$ cat src/rtl/tc7_pkg.sv
// Shared types and helpers for the thermometer-coded modulo-7 datapath.
// Optional checker build: TC7_CHECK_EN.
package tc7_pkg;

    localparam int TC7_W   = 6;
    localparam int TC7_MOD = 7;

    typedef enum logic {
        EMPTY = 1'b0,
        FULL  = 1'b1
    } tc7_state_e;

    // Legal codewords are a run of ones starting at bit 0, so x & (x+1) must be zero.
    function automatic logic tc7_is_legal(input logic [TC7_W-1:0] x);
        logic [TC7_W:0] inc;
        inc = {1'b0, x} + 7'd1;
        return ((inc[TC7_W-1:0] & x) == '0);
    endfunction

    function automatic int tc7_value(input logic [TC7_W-1:0] x);
        int n;
        n = 0;
        for (int k = 0; k < TC7_W; k++) begin
            if (x[k]) n++;
        end
        return n;
    endfunction

    function automatic logic [TC7_W-1:0] tc7_encode(input int v);
        logic [TC7_W-1:0] r;
        r = '0;
        for (int k = 0; k < TC7_W; k++) begin
            r[k] = (k < v);
        end
        return r;
    endfunction

endpackage

$ cat src/rtl/tc7_add.sv
// Combinational thermometer-coded modulo-7 adder.
// Latency: zero cycles; no flow control.
module tc7_add
    import tc7_pkg::*;
(
    input  logic [TC7_W-1:0] a_i,
    input  logic [TC7_W-1:0] b_i,
    output logic [TC7_W-1:0] sum_o
);

    always_comb begin
        int s;
        s = tc7_value(a_i) + tc7_value(b_i);
        if (s >= TC7_MOD) s = s - TC7_MOD;
        sum_o = tc7_encode(s);
    end

endmodule

$ cat src/rtl/tc7_adder_arbiter_rr.sv
// Round-robin arbiter: one-hot grant and binary index, pointer moves past the winner.
// Latency: grant is combinational; backpressure via can_accept_i gating every grant.
module rr_arbiter #(
    parameter int NREQ = 4,
    parameter int ID_W = 2
) (
    input  logic            clk,
    input  logic            rst_n,
    input  logic [NREQ-1:0] req_i,
    input  logic            advance_i,
    input  logic            can_accept_i,
    output logic [NREQ-1:0] gnt_o,
    output logic [ID_W-1:0] gnt_idx_o
);

    logic [ID_W-1:0] ptr_q, ptr_d;
    logic            found;

    // Two passes: requesters at or above the pointer first, then wrap to the lowest.
    always_comb begin
        found     = 1'b0;
        gnt_idx_o = '0;
        for (int i = 0; i < NREQ; i++) begin
            if (!found && req_i[i] && (ID_W'(i) >= ptr_q)) begin
                found     = 1'b1;
                gnt_idx_o = ID_W'(i);
            end
        end
        for (int i = 0; i < NREQ; i++) begin
            if (!found && req_i[i]) begin
                found     = 1'b1;
                gnt_idx_o = ID_W'(i);
            end
        end
        gnt_o = '0;
        for (int i = 0; i < NREQ; i++) begin
            gnt_o[i] = found && can_accept_i && (gnt_idx_o == ID_W'(i));
        end
        ptr_d = ptr_q;
        if (advance_i) begin
            ptr_d = (gnt_idx_o == ID_W'(NREQ - 1)) ? '0 : gnt_idx_o + ID_W'(1);
        end
    end

    always_ff @(posedge clk) begin
        if (!rst_n) ptr_q <= '0;
        else        ptr_q <= ptr_d;
    end

endmodule

$ cat src/rtl/tc7_adder_arbiter.sv
// Shares one TC mod-7 adder among NREQ requesters; result held in a one-entry register.
// Latency 1 cycle; refills in the drain cycle; grants stall while full and rsp_ready is low.
// Optional build macro TC7_CHECK_EN adds rsp_err for non-thermometer operands.
module tc7_adder_arbiter
    import tc7_pkg::*;
#(
    parameter int NREQ = 4,
    parameter int ID_W = 2
) (
    input  logic                  clk,
    input  logic                  rst_n,
    input  logic [NREQ-1:0]       req_valid,
    input  logic [NREQ*TC7_W-1:0] req_a,
    input  logic [NREQ*TC7_W-1:0] req_b,
    output logic [NREQ-1:0]       req_ready,
    output logic                  rsp_valid,
    output logic [TC7_W-1:0]      rsp_sum,
    output logic [ID_W-1:0]       rsp_id,
    input  logic                  rsp_ready,
    output logic                  busy
`ifdef TC7_CHECK_EN
    ,
    output logic                  rsp_err
`endif
);

    tc7_state_e       state_q;
    logic             rsp_valid_q;
    logic [TC7_W-1:0] rsp_sum_q, rsp_sum_d;
    logic [ID_W-1:0]  rsp_id_q, gnt_idx;
    logic [NREQ-1:0]  gnt;
    logic [TC7_W-1:0] a_sel, b_sel;
    logic             can_accept, xfer;

    assign can_accept = rst_n && ((state_q == EMPTY) || rsp_ready);
    assign xfer       = |gnt;

    rr_arbiter #(.NREQ(NREQ), .ID_W(ID_W)) u_arb (
        .clk          (clk),
        .rst_n        (rst_n),
        .req_i        (req_valid),
        .advance_i    (xfer),
        .can_accept_i (can_accept),
        .gnt_o        (gnt),
        .gnt_idx_o    (gnt_idx)
    );

    // Operands are selected by the grant index only; the grant never depends on them.
    always_comb begin
        a_sel = '0;
        b_sel = '0;
        for (int i = 0; i < NREQ; i++) begin
            if (gnt_idx == ID_W'(i)) begin
                a_sel = req_a[i*TC7_W +: TC7_W];
                b_sel = req_b[i*TC7_W +: TC7_W];
            end
        end
    end

    tc7_add u_add (
        .a_i   (a_sel),
        .b_i   (b_sel),
        .sum_o (rsp_sum_d)
    );

`ifdef TC7_CHECK_EN
    logic rsp_err_q, rsp_err_d;
    assign rsp_err_d = !tc7_is_legal(a_sel) || !tc7_is_legal(b_sel);
    assign rsp_err   = rsp_err_q;
`endif

    always_ff @(posedge clk) begin
        if (!rst_n) begin
            state_q     <= EMPTY;
            rsp_valid_q <= 1'b0;
            rsp_sum_q   <= '0;
            rsp_id_q    <= '0;
`ifdef TC7_CHECK_EN
            rsp_err_q   <= 1'b0;
`endif
        end else if (xfer) begin
            state_q     <= FULL;
            rsp_valid_q <= 1'b1;
            rsp_sum_q   <= rsp_sum_d;
            rsp_id_q    <= gnt_idx;
`ifdef TC7_CHECK_EN
            rsp_err_q   <= rsp_err_d;
`endif
        end else if ((state_q == FULL) && rsp_ready) begin
            state_q     <= EMPTY;
            rsp_valid_q <= 1'b0;
        end
    end

    assign req_ready = gnt;
    assign rsp_valid = rsp_valid_q;
    assign rsp_sum   = rsp_sum_q;
    assign rsp_id    = rsp_id_q;
    assign busy      = rsp_valid_q || (|req_valid);

endmodule

$ cat config.mk
export PLATFORM = sky130hd
export DESIGN_NAME = tc7_adder_arbiter
export DESIGN_NICKNAME = d
export VERILOG_FILES = /design/src/rtl/tc7_pkg.sv /design/src/rtl/tc7_add.sv /design/src/rtl/tc7_adder_arbiter_rr.sv /design/src/rtl/tc7_adder_arbiter.sv
export SDC_FILE = /design/constraint.sdc
export NUM_CORES = 1
export LEC_CHECK = 0
export ABC_CLOCK_PERIOD_IN_PS = 14150
export BUFFER_PORTS_ARGS = -buffer_cell sky130_fd_sc_hd__buf_2
export CAP_MARGIN = 20
export CELL_PAD_IN_SITES_DETAIL_PLACEMENT = 0
export CELL_PAD_IN_SITES_GLOBAL_PLACEMENT = 1
export CORE_MARGIN = 4
export CORE_UTILIZATION = 41
export CTS_CLUSTER_SIZE = 30
export DETAILED_ROUTE_END_ITERATION = 10
export PLACE_DENSITY = 0.89
export SYNTH_ARGS = -nofsm -noshare
export SYNTH_HDL_FRONTEND = slang
export SYNTH_SLANG_ARGS = --single-unit
$ cat constraint.sdc
create_clock -name clk -period 14.15 [get_ports clk]
set_input_delay 1.415 -clock clk [delete_from_list [all_inputs] [get_ports clk]]
set_output_delay 1.415 -clock clk [all_outputs]
set_load 0.03 [all_outputs]
# ---- Word level (Yosys, flattened, before mapping)
# Index checks and enable logic that the tools add are counted.
dict set report classes {
  bitwise 1
  n_reduce_logical 31
  eq_ne 3
  add_sub_neg 13
  muxes 39
  order_cmp 11
}
# cell count
set op_table {}
lappend op_table {{32-bit two-way mux} 11}
lappend op_table {{32-bit by 2-bit adder with 32-bit output, second input constant} 8}
lappend op_table {{3-bit by 32-bit less-than comparator with 1-bit output, first input constant} 2}
lappend op_table {{4-bit by 32-bit less-than comparator with 1-bit output, first input constant} 2}
lappend op_table {{6-bit two-way mux} 8}
lappend op_table {{32-bit adder} 1}
lappend op_table {{32-bit by 4-bit >= comparator with 1-bit output, second input constant} 1}
lappend op_table {{1-bit by 32-bit less-than comparator with 1-bit output, first input constant} 1}
lappend op_table {{2-bit by 32-bit less-than comparator with 1-bit output, first input constant} 1}
lappend op_table {{32-bit by 4-bit subtractor with 32-bit output, second input constant} 1}
lappend op_table {{1-bit logical AND} 18}
lappend op_table {{2-bit two-way mux} 7}
lappend op_table {{1-bit two-way mux} 13}
lappend op_table {{4-bit OR reduction} 2}
lappend op_table {{1-bit zero test} 7}
lappend op_table {{1-bit by 1-bit adder with 2-bit output, second input constant} 2}
lappend op_table {{2-bit equality test, second input constant} 2}
lappend op_table {{1-bit by 2-bit >= comparator with 1-bit output, first input constant} 2}
lappend op_table {{2-bit >= comparator, first input constant} 2}
lappend op_table {{2-bit by 1-bit adder with 2-bit output, second input constant} 1}
lappend op_table {{2-bit by 1-bit equality test with 1-bit output, second input constant} 1}
lappend op_table {{2-bit zero test} 1}
lappend op_table {{1-bit logical OR} 2}
lappend op_table {{2-bit nonzero test} 1}
lappend op_table {{1-bit inverter} 1}
dict set report totals {
  output_inout_bits 14
  regBits 11
  wordCells 102
  input_bits 55
}

# ---- Depth between registers and ports, before layout
# Gate-level depths: netlist of run 1.
dict set report logic_depth {
  word_depth 47
  depth_mapped 34
  ltp_nobuf 33
}

# ---- By module
# Synthesis of run 1 repeated with hierarchy kept, for this count alone.
dict set report hier_totals {
  cells_unflattened 252
  hier_area_um2 2113.3
}
# module seq_area_each_um2 instances area_each_um2 cells_per_inst
set by_module_without_submodules {}
lappend by_module_without_submodules {tc7_add 0.0 1 1194.9 163}
lappend by_module_without_submodules {tc7_adder_arbiter 180.2 1 678.2 58}
lappend by_module_without_submodules {rr_arbiter 40.0 1 240.2 31}

# ---- Worst setup path after synthesis of run 1
# OpenSTA, ideal clock, no wires.
dict set report synth_timing {
  kind {input port to flip-flop}
  startpoint {in req_valid[0]}
  endpoint {reg rsp_sum_q[5], in the netlist rsp_sum[5]}
  path_stages 32
  setup_ps 79
  arrival_ps 7145
  setup_slack_ps 6926
  t_required_ps 14071
  n_path_buf 1
  path_cell_list {inv_1 nor2_1 a21oi_1 o22ai_1 a21oi_1 inv_1 ha_1 or2_1 buf_2 a211oi_2 or2_1 ha_1 inv_1 a2111oi_0 a31oi_1 xor2_1 mux2i_1 ha_1 nand2_1 o31ai_4 ha_1 mux2_2 fa_1 ha_1 and2_1 nor3_1 ha_1 nand3b_1 nor3b_1 o32ai_1 nand2b_1 o211ai_1}
}
dict set report synth_between {
  elab_chain_len 46
  word_cells_on_any_way 78
  classes_between {add/sub: 12; order compare: 2; eq/ne: 3; mux: 36; reduce/logical: 25}
}
# item line_no
set synth_lines {}
lappend synth_lines {{start, declared} tc7_adder_arbiter.sv:12} ;# input logic [NREQ-1:0] req_valid,
lappend synth_lines {{1-bit logical AND} tc7_adder_arbiter_rr.sv:24} ;# if (!found && req_i[i] && (ID_W'(i) >= ptr_q)) begin
lappend synth_lines {{1-bit two-way mux} tc7_adder_arbiter_rr.sv:24}
lappend synth_lines {{1-bit zero test} tc7_adder_arbiter_rr.sv:24}
lappend synth_lines {{1-bit logical AND (2 in a row)} tc7_adder_arbiter_rr.sv:24}
lappend synth_lines {{1-bit two-way mux} tc7_adder_arbiter_rr.sv:24}
lappend synth_lines {{1-bit zero test} tc7_adder_arbiter_rr.sv:24}
lappend synth_lines {{1-bit logical AND (2 in a row)} tc7_adder_arbiter_rr.sv:24}
lappend synth_lines {{1-bit two-way mux} tc7_adder_arbiter_rr.sv:24}
lappend synth_lines {{(+16 left out)} -}
lappend synth_lines {{net gnt_idx[0]} tc7_adder_arbiter.sv:30} ;# logic [ID_W-1:0] rsp_id_q, gnt_idx;
lappend synth_lines {{(+12 left out)} -}
lappend synth_lines {{32-bit by 2-bit adder with 32-bit output} tc7_pkg.sv:24} ;# if (x[k]) n++;
lappend synth_lines {{32-bit two-way mux} tc7_pkg.sv:24}
lappend synth_lines {{32-bit by 2-bit adder with 32-bit output} tc7_pkg.sv:24}
lappend synth_lines {{32-bit two-way mux} tc7_pkg.sv:24}
lappend synth_lines {{32-bit adder} tc7_add.sv:13} ;# s = tc7_value(a_i) + tc7_value(b_i);
lappend synth_lines {{32-bit by 4-bit subtractor with 32-bit output / 32-bit by 4-bit >= comparator with 1-bit output (equally long branches)} tc7_add.sv:14} ;# if (s >= TC7_MOD) s = s - TC7_MOD;
lappend synth_lines {{32-bit two-way mux} tc7_add.sv:14}
lappend synth_lines {{4-bit by 32-bit less-than comparator with 1-bit output} tc7_pkg.sv:33} ;# r[k] = (k < v);
lappend synth_lines {{end signal, assigned} tc7_adder_arbiter.sv:84} ;# rsp_sum_q <= rsp_sum_d;
lappend synth_lines {{end, declared} tc7_adder_arbiter.sv:29} ;# logic [TC7_W-1:0] rsp_sum_q, rsp_sum_d;
# The timed path passes the listed nets; every way through them passes the cells marked *.
# A chain may end at the register's enable or synchronous reset.

# ---- Worst setup path in the final report of run 1
# Same ends and word-level chain as after synthesis.

==> results.toml, run 1 <==
[placement]
dpl_cell_area_um2 = 2670
gp_congestion = 0.807
dp_cells = 424
dp_hpwl_um = 4550
port_buffers = 68

[sta]
setup_viol = 0
tns_ps = 0
max_freq_mhz = 123
finalCritPeriodShare_pct = 57.3
hold_slack_ps = 466
worst_pin_slew_ps = 948
finalClockSkew_ps = 1.72
rsz0062_at_grt = "no"
hold_violations = 0
final_max_slew_viol_count = 0
fin_crit_ps = 8110
max_slew_margin_pct = 36.8

[routing]
drtIter0Drc = 75
antenna_left = 0
wl_per_cell_um = 13.3
drc = 0
vias = 2335
drt-total-wl_um = 5680
routed_via_density = 5.46
dr.pass1.iters = 4

[yosys]
ys_seq_elements = 11
syn_area_per_cell_um2 = 7.90
ys_seq_area_share_pct = 9.48
netlist.area_leader.share_pct = 10.2
synth_area_um2 = 2320
async_reset_ff_share_pct = 0
yosysWarnings = 0
synth_top_cell_by_area = "ha_1"
synth_edf_count = 0
synth_cell_types = 75
ys.flop_type = "dfxtp_1"
synthCells = 294
synthTopCellsByArea = "ha_1, dfxtp_1, nand2_1"

[global_route]
grt_pass1_vias = 2245
grt_pass1_wl_um = 9660
antenna_found_initial = 0
grt_usage_pct = 15.7
grt_max_degree = 29
overflow = 0

[worst_setup_path]
critPathCaptureType = "flop"
cp_common_cell = "ha_1"
cp_data_arrival_time_ps = 8270
r2r_start = "u_arb.ptr_q[0]$_SDFFE_PN0P_"
worstSetupStartpoint = "req_valid[0]"
cp_data_required_time_ps = 14310
max_stage_delay_ps = 860
worst-setup-path-type = "in2reg"
crit_path_start_kind = "primary input"
worstPathMaxFanout = 28
crit_slowest_cell = "ha_1"

[clock_tree]
clkSinkCount = 11
htree_levels = 1
cts_root_buffer = "clkbuf_8"
cts_buffer_depth = 2
path_clk_slew_ps = 50
ctsResizeCount = 0
hold_buffers = 0
cts_setup_buffers = 0
cts_tree = "yes"
clock_latency_ps = 240
cts_made_buffers = 3

[outcome]
status = "completed"

[die]
pin_count = 69
die_h_um = 83.3
start_util_pct = 42.2
core_um2 = 5510
die_area_um2 = 6930
die_x_um = 83.3
rows = 27

[cells_and_area]
antenna_cells = 0
drive_gt1_share_pct = 29.5
fillers = 546
fin_nets = 432
area_growth_pct = 17.0
seqCellArea_um2 = 220
multiInputGateArea_um2 = 1950
fin_cells = 428
postLayoutCellArea_um2 = 2720

[job]
drv_cap = 0

[hold_path]
hp-start = "rsp_id[1]$_SDFFE_PN0P_"
min_path_type = "reg2reg"
[synth_stat cells, types with 3 or more instances]
master	instances
a211oi_2	4
a21boi_0	3
a21oi_1	18
and2_1	3
and3_1	5
buf_4	3
buf_6	4
clkbuf_1	3
dfxtp_1	11
ha_1	19
inv_1	17
mux2i_1	4
nand2_1	38
nand2b_1	8
nand3_1	13
nand3b_1	6
nor2_1	10
nor2b_1	9
nor3_1	7
nor3b_1	3
nor4_1	4
o211ai_1	4
o21ai_0	11
o21ai_1	5
o22ai_1	6
xnor2_1	9
xnor2_2	3
[critical path, delay by kind of cell]
| family | cells | cell delay, ps |
|---|---|---|
| AO/OA/AOI/OAI | 9 | 1900 |
| multiplexers | 2 | 440 |
| buffers and inverters | 3 | 240 |
| XOR/XNOR | 1 | 170 |
| AND/OR/NAND/NOR | 9 | 1350 |
| adder cells (fa/ha/maj) | 7 | 2740 |
[logic make-up (layout without fill, tap and decap cells)]
logic type	Yosys count	in the layout	share of synthesized area (%)
and+or+nand+nor	121	121	30.1
AOI/OAI and AO/OA	91	91	33.5
buffers and inverters	30	90	6.73
adders and majority gates	20	20	11.1
xor gates and xnor gates	14	14	6.25
DFF	11	11	9.48
muxes	6	6	2.69
other	1	3	0.161
[final timing paths]
kind	slack [ps]	to	cells past startpoint
worst max register to register	7020	rsp_sum[5]$_SDFFE_PN0P_	29
worst min-delay path	470	rsp_id[1]$_SDFFE_PN0P_	2
worst min register to register	470	rsp_id[1]$_SDFFE_PN0P_	2
worst max-delay path	6040	rsp_sum[5]$_SDFFE_PN0P_	31
[cells in the final DEF (no fill, tap or decap), types with 4 or more instances in the layout]
cell type | synthesis | routed
o21ai_1 | 5 | 5
nor4_1 | 4 | 4
a21oi_1 | 18 | 18
nand2b_1 | 8 | 8
nor2b_1 | 9 | 9
nand3_1 | 13 | 13
buf_2 | 2 | 68
dfxtp_1 | 11 | 11
mux2i_1 | 4 | 4
a211oi_2 | 4 | 4
nor3_1 | 7 | 7
o211ai_1 | 4 | 4
o21ai_0 | 11 | 11
and3_1 | 5 | 5
nand2_1 | 38 | 38
o22ai_1 | 6 | 6
nor2_1 | 10 | 10
nand3b_1 | 6 | 6
xnor2_1 | 9 | 9
inv_1 | 17 | 17
ha_1 | 19 | 19
[metrics by stage]
stage          setup WS (ps)  util, %
6_report                6040     49.3
5_1_grt                 5360     49.3
4_1_cts                 6030     49.3
3_5_place_dp            5780     48.5
3_3_place_gp            6100     48.5
2_1_floorplan           6930        -
[routing by layer]
layer  global-route usage, %  share of wire [%]  vias to the layer above
li1                        -                  -                     1216
met1                    20.9                 48                     1052
met2                    26.8                 45                       64
met3                    2.88                6.5                        3
met4                    2.67               0.53                        0
met5                       0                  0                        -
[state kept, by name, summed over array words and instances, names as in the netlist]
name and count:
rsp_sum 6, u_arb.ptr_q 2, rsp_id 2, rsp_valid 1
[area by class of cell]
class / instances / area share (%)
multi-input combinational: 255 / 71.9
timing repair buffer: 68 / 12.5
sequential: 11 / 8.11
tap: 72 / 3.32
inverter: 18 / 2.49
clock buffer: 4 / 1.66
Power of run 1 is not shown: default switching activity piles up to over one toggle a cycle in this logic, so the estimate is an artifact.
==> inputs of run 2 (changes only) <==
--- a/config.mk
+++ b/config.mk
@@ -5,16 +5,16 @@
 export SDC_FILE = /design/constraint.sdc
 export NUM_CORES = 1
 export LEC_CHECK = 0
-export ABC_CLOCK_PERIOD_IN_PS = 14150
+export ABC_CLOCK_PERIOD_IN_PS = 7300
 export BUFFER_PORTS_ARGS = -buffer_cell sky130_fd_sc_hd__buf_2
 export CAP_MARGIN = 20
 export CELL_PAD_IN_SITES_DETAIL_PLACEMENT = 0
 export CELL_PAD_IN_SITES_GLOBAL_PLACEMENT = 1
 export CORE_MARGIN = 4
-export CORE_UTILIZATION = 41
+export CORE_UTILIZATION = 34
 export CTS_CLUSTER_SIZE = 30
 export DETAILED_ROUTE_END_ITERATION = 10
-export PLACE_DENSITY = 0.89
+export PLACE_DENSITY = 0.79
 export SYNTH_ARGS = -nofsm -noshare
 export SYNTH_HDL_FRONTEND = slang
 export SYNTH_SLANG_ARGS = --single-unit
==> constraint.sdc (replaced) <==
create_clock -name clk -period 7.3 [get_ports clk]
set_input_delay 0.73 -clock clk [delete_from_list [all_inputs] [get_ports clk]]
set_output_delay 0.73 -clock clk [all_outputs]
set_load 0.03 [all_outputs]
==> run 2 against run 1 <==
Net effect:
- non-clock buffer count up 7
- clock skew increased by 2.0 ps
- via count grew 1.7%
- utilization is 6.0 points lower
- wire length grew 5.1%
- hold slack got worse by 5.0 ps
- largest cell class unchanged
==> results.toml, run 2 (same netlist as run 1, synthesis figures left out) <==
[job]
drv_cap = 0

[sta]
rsz0062_at_grt = "no"
finalCritPeriodShare_pct = 91.9
hold_violations = 0
fin_crit_ps = 6710
max_slew_margin_pct = 57.5
fin_ws_ps = 594
finalClockSkew_ps = 3.69
max_freq_mhz = 149
setup_viol = 0
final_max_slew_viol_count = 0
worst_pin_slew_ps = 633

[routing]
wl_per_cell_um = 13.6
drt-total-wl_um = 5970
antenna_left = 0
drc = 0
dr.pass1.iters = 6
vias = 2374
routed_via_density = 5.40
drtIter0Drc = 94

[clock_tree]
cts_setup_buffers = 0
clock_latency_ps = 240
path_clk_slew_ps = 50
cts_buffer_depth = 2
cts_made_buffers = 3
cts_tree = "yes"
cts_root_buffer = "clkbuf_8"
clkSinkCount = 11
htree_levels = 1

[placement]
pre_cts_ws_ps = -76.5
gp_congestion = 0.938
port_buffers = 68
dp_hpwl_um = 4980

[cells_and_area]
largest_reg_flops = 6
antenna_cells = 0
area_growth_pct = 21.3
fillers = 675
final_cell_mix = "buf_2, nand2_1, ha_1"
multiInputGateArea_um2 = 1990
fin_nets = 439
seqCellArea_um2 = 220
drive_gt1_share_pct = 33.1
final_common_cell = "buf_2"

[worst_setup_path]
cp_data_arrival_time_ps = 6850
max_stage_delay_ps = 500
cp_data_required_time_ps = 7450
cp_common_cell = "ha_1"
worst-setup-path-type = "in2reg"
worstPathMaxFanout = 8
critPathCaptureType = "flop"
crit_slowest_cell = "fa_1"
crit_path_start_kind = "primary input"

[global_route]
grt_pass1_vias = 2371
grt_pass1_wl_um = 10300
grt_max_degree = 28
antenna_found_initial = 0
grt_usage_pct = 14.3
overflow = 0

[die]
rows = 29
pin_count = 69
die_area_um2 = 8220
start_util_pct = 35.8
die_x_um = 90.6
core_um2 = 6490
die_h_um = 90.6

[hold_path]
min_path_type = "reg2reg"

[outcome]
status = "completed"
-- run 2: what timing repair did --
action / in CTS / in global routing
hold buffers: 0 / 0
resized for setup: 0 / 9
setup endpoints to repair: 0 / 6
endpoints found under the hold margin: 0 / 0
-- run 2: final cells by class --
class / count / share of cell area [%]
Clock buffer: 4 / 1.60
Timing Repair Buffer: 75 / 13.9
Sequential cell: 11 / 7.82
Multi-Input combinational cell: 255 / 70.8
Tap cell: 77 / 3.42
Inverter: 18 / 2.40
-- run 2: worst paths after layout --
check	startpoint	to	slack (ps)	cells past startpoint
min	rsp_id[1]$_SDFFE_PN0P_	rsp_id[1]$_SDFFE_PN0P_	460	2
max	req_valid[0]	rsp_sum[1]$_SDFFE_PN0P_	590	32
max reg2reg	u_arb.ptr_q[0]$_SDFFE_PN0P_	rsp_sum[1]$_SDFFE_PN0P_	880	30
min reg2reg	rsp_id[1]$_SDFFE_PN0P_	rsp_id[1]$_SDFFE_PN0P_	460	2
-- run 2: routing by layer --
layer | up-vias | track usage [%] | share of wire, % | wire length, µm
met2 | 61 | 25.5 | 47 | 2830
met3 | 4 | 2.25 | 4.8 | 289
met4 | 0 | 1.91 | 0.44 | 26
li1 | 1229 | - | - | -
met5 | - | 0 | 0 | 0
met1 | 1080 | 18.4 | 47 | 2820
-- run 2: worst max-delay path, delay by kind of cell --
| family | cells | cell delay [ps] |
|---|---|---|
| AO/OA/AOI/OAI | 10 | 1880 |
| XOR/XNOR | 1 | 170 |
| adder cells (fa/ha/maj) | 6 | 1860 |
| buffers and inverters | 4 | 340 |
| multiplexers | 2 | 400 |
| AND/OR/NAND/NOR | 9 | 1470 |
-- run 2: through the flow --
step	hold WS [ps]	util, %	area (µm²)	std cells	TNS [ps]
6_report	461	43.4	2820	440	0
5_1_grt	512	43.4	2820	440	0
4_1_cts	465	42.7	2780	440	0
3_5_place_dp	455	42.0	2730	436	-266
3_3_place_gp	454	42.0	2730	436	0
2_1_floorplan	537	-	2330	296	0
Power of run 2 is left out for the same reason.
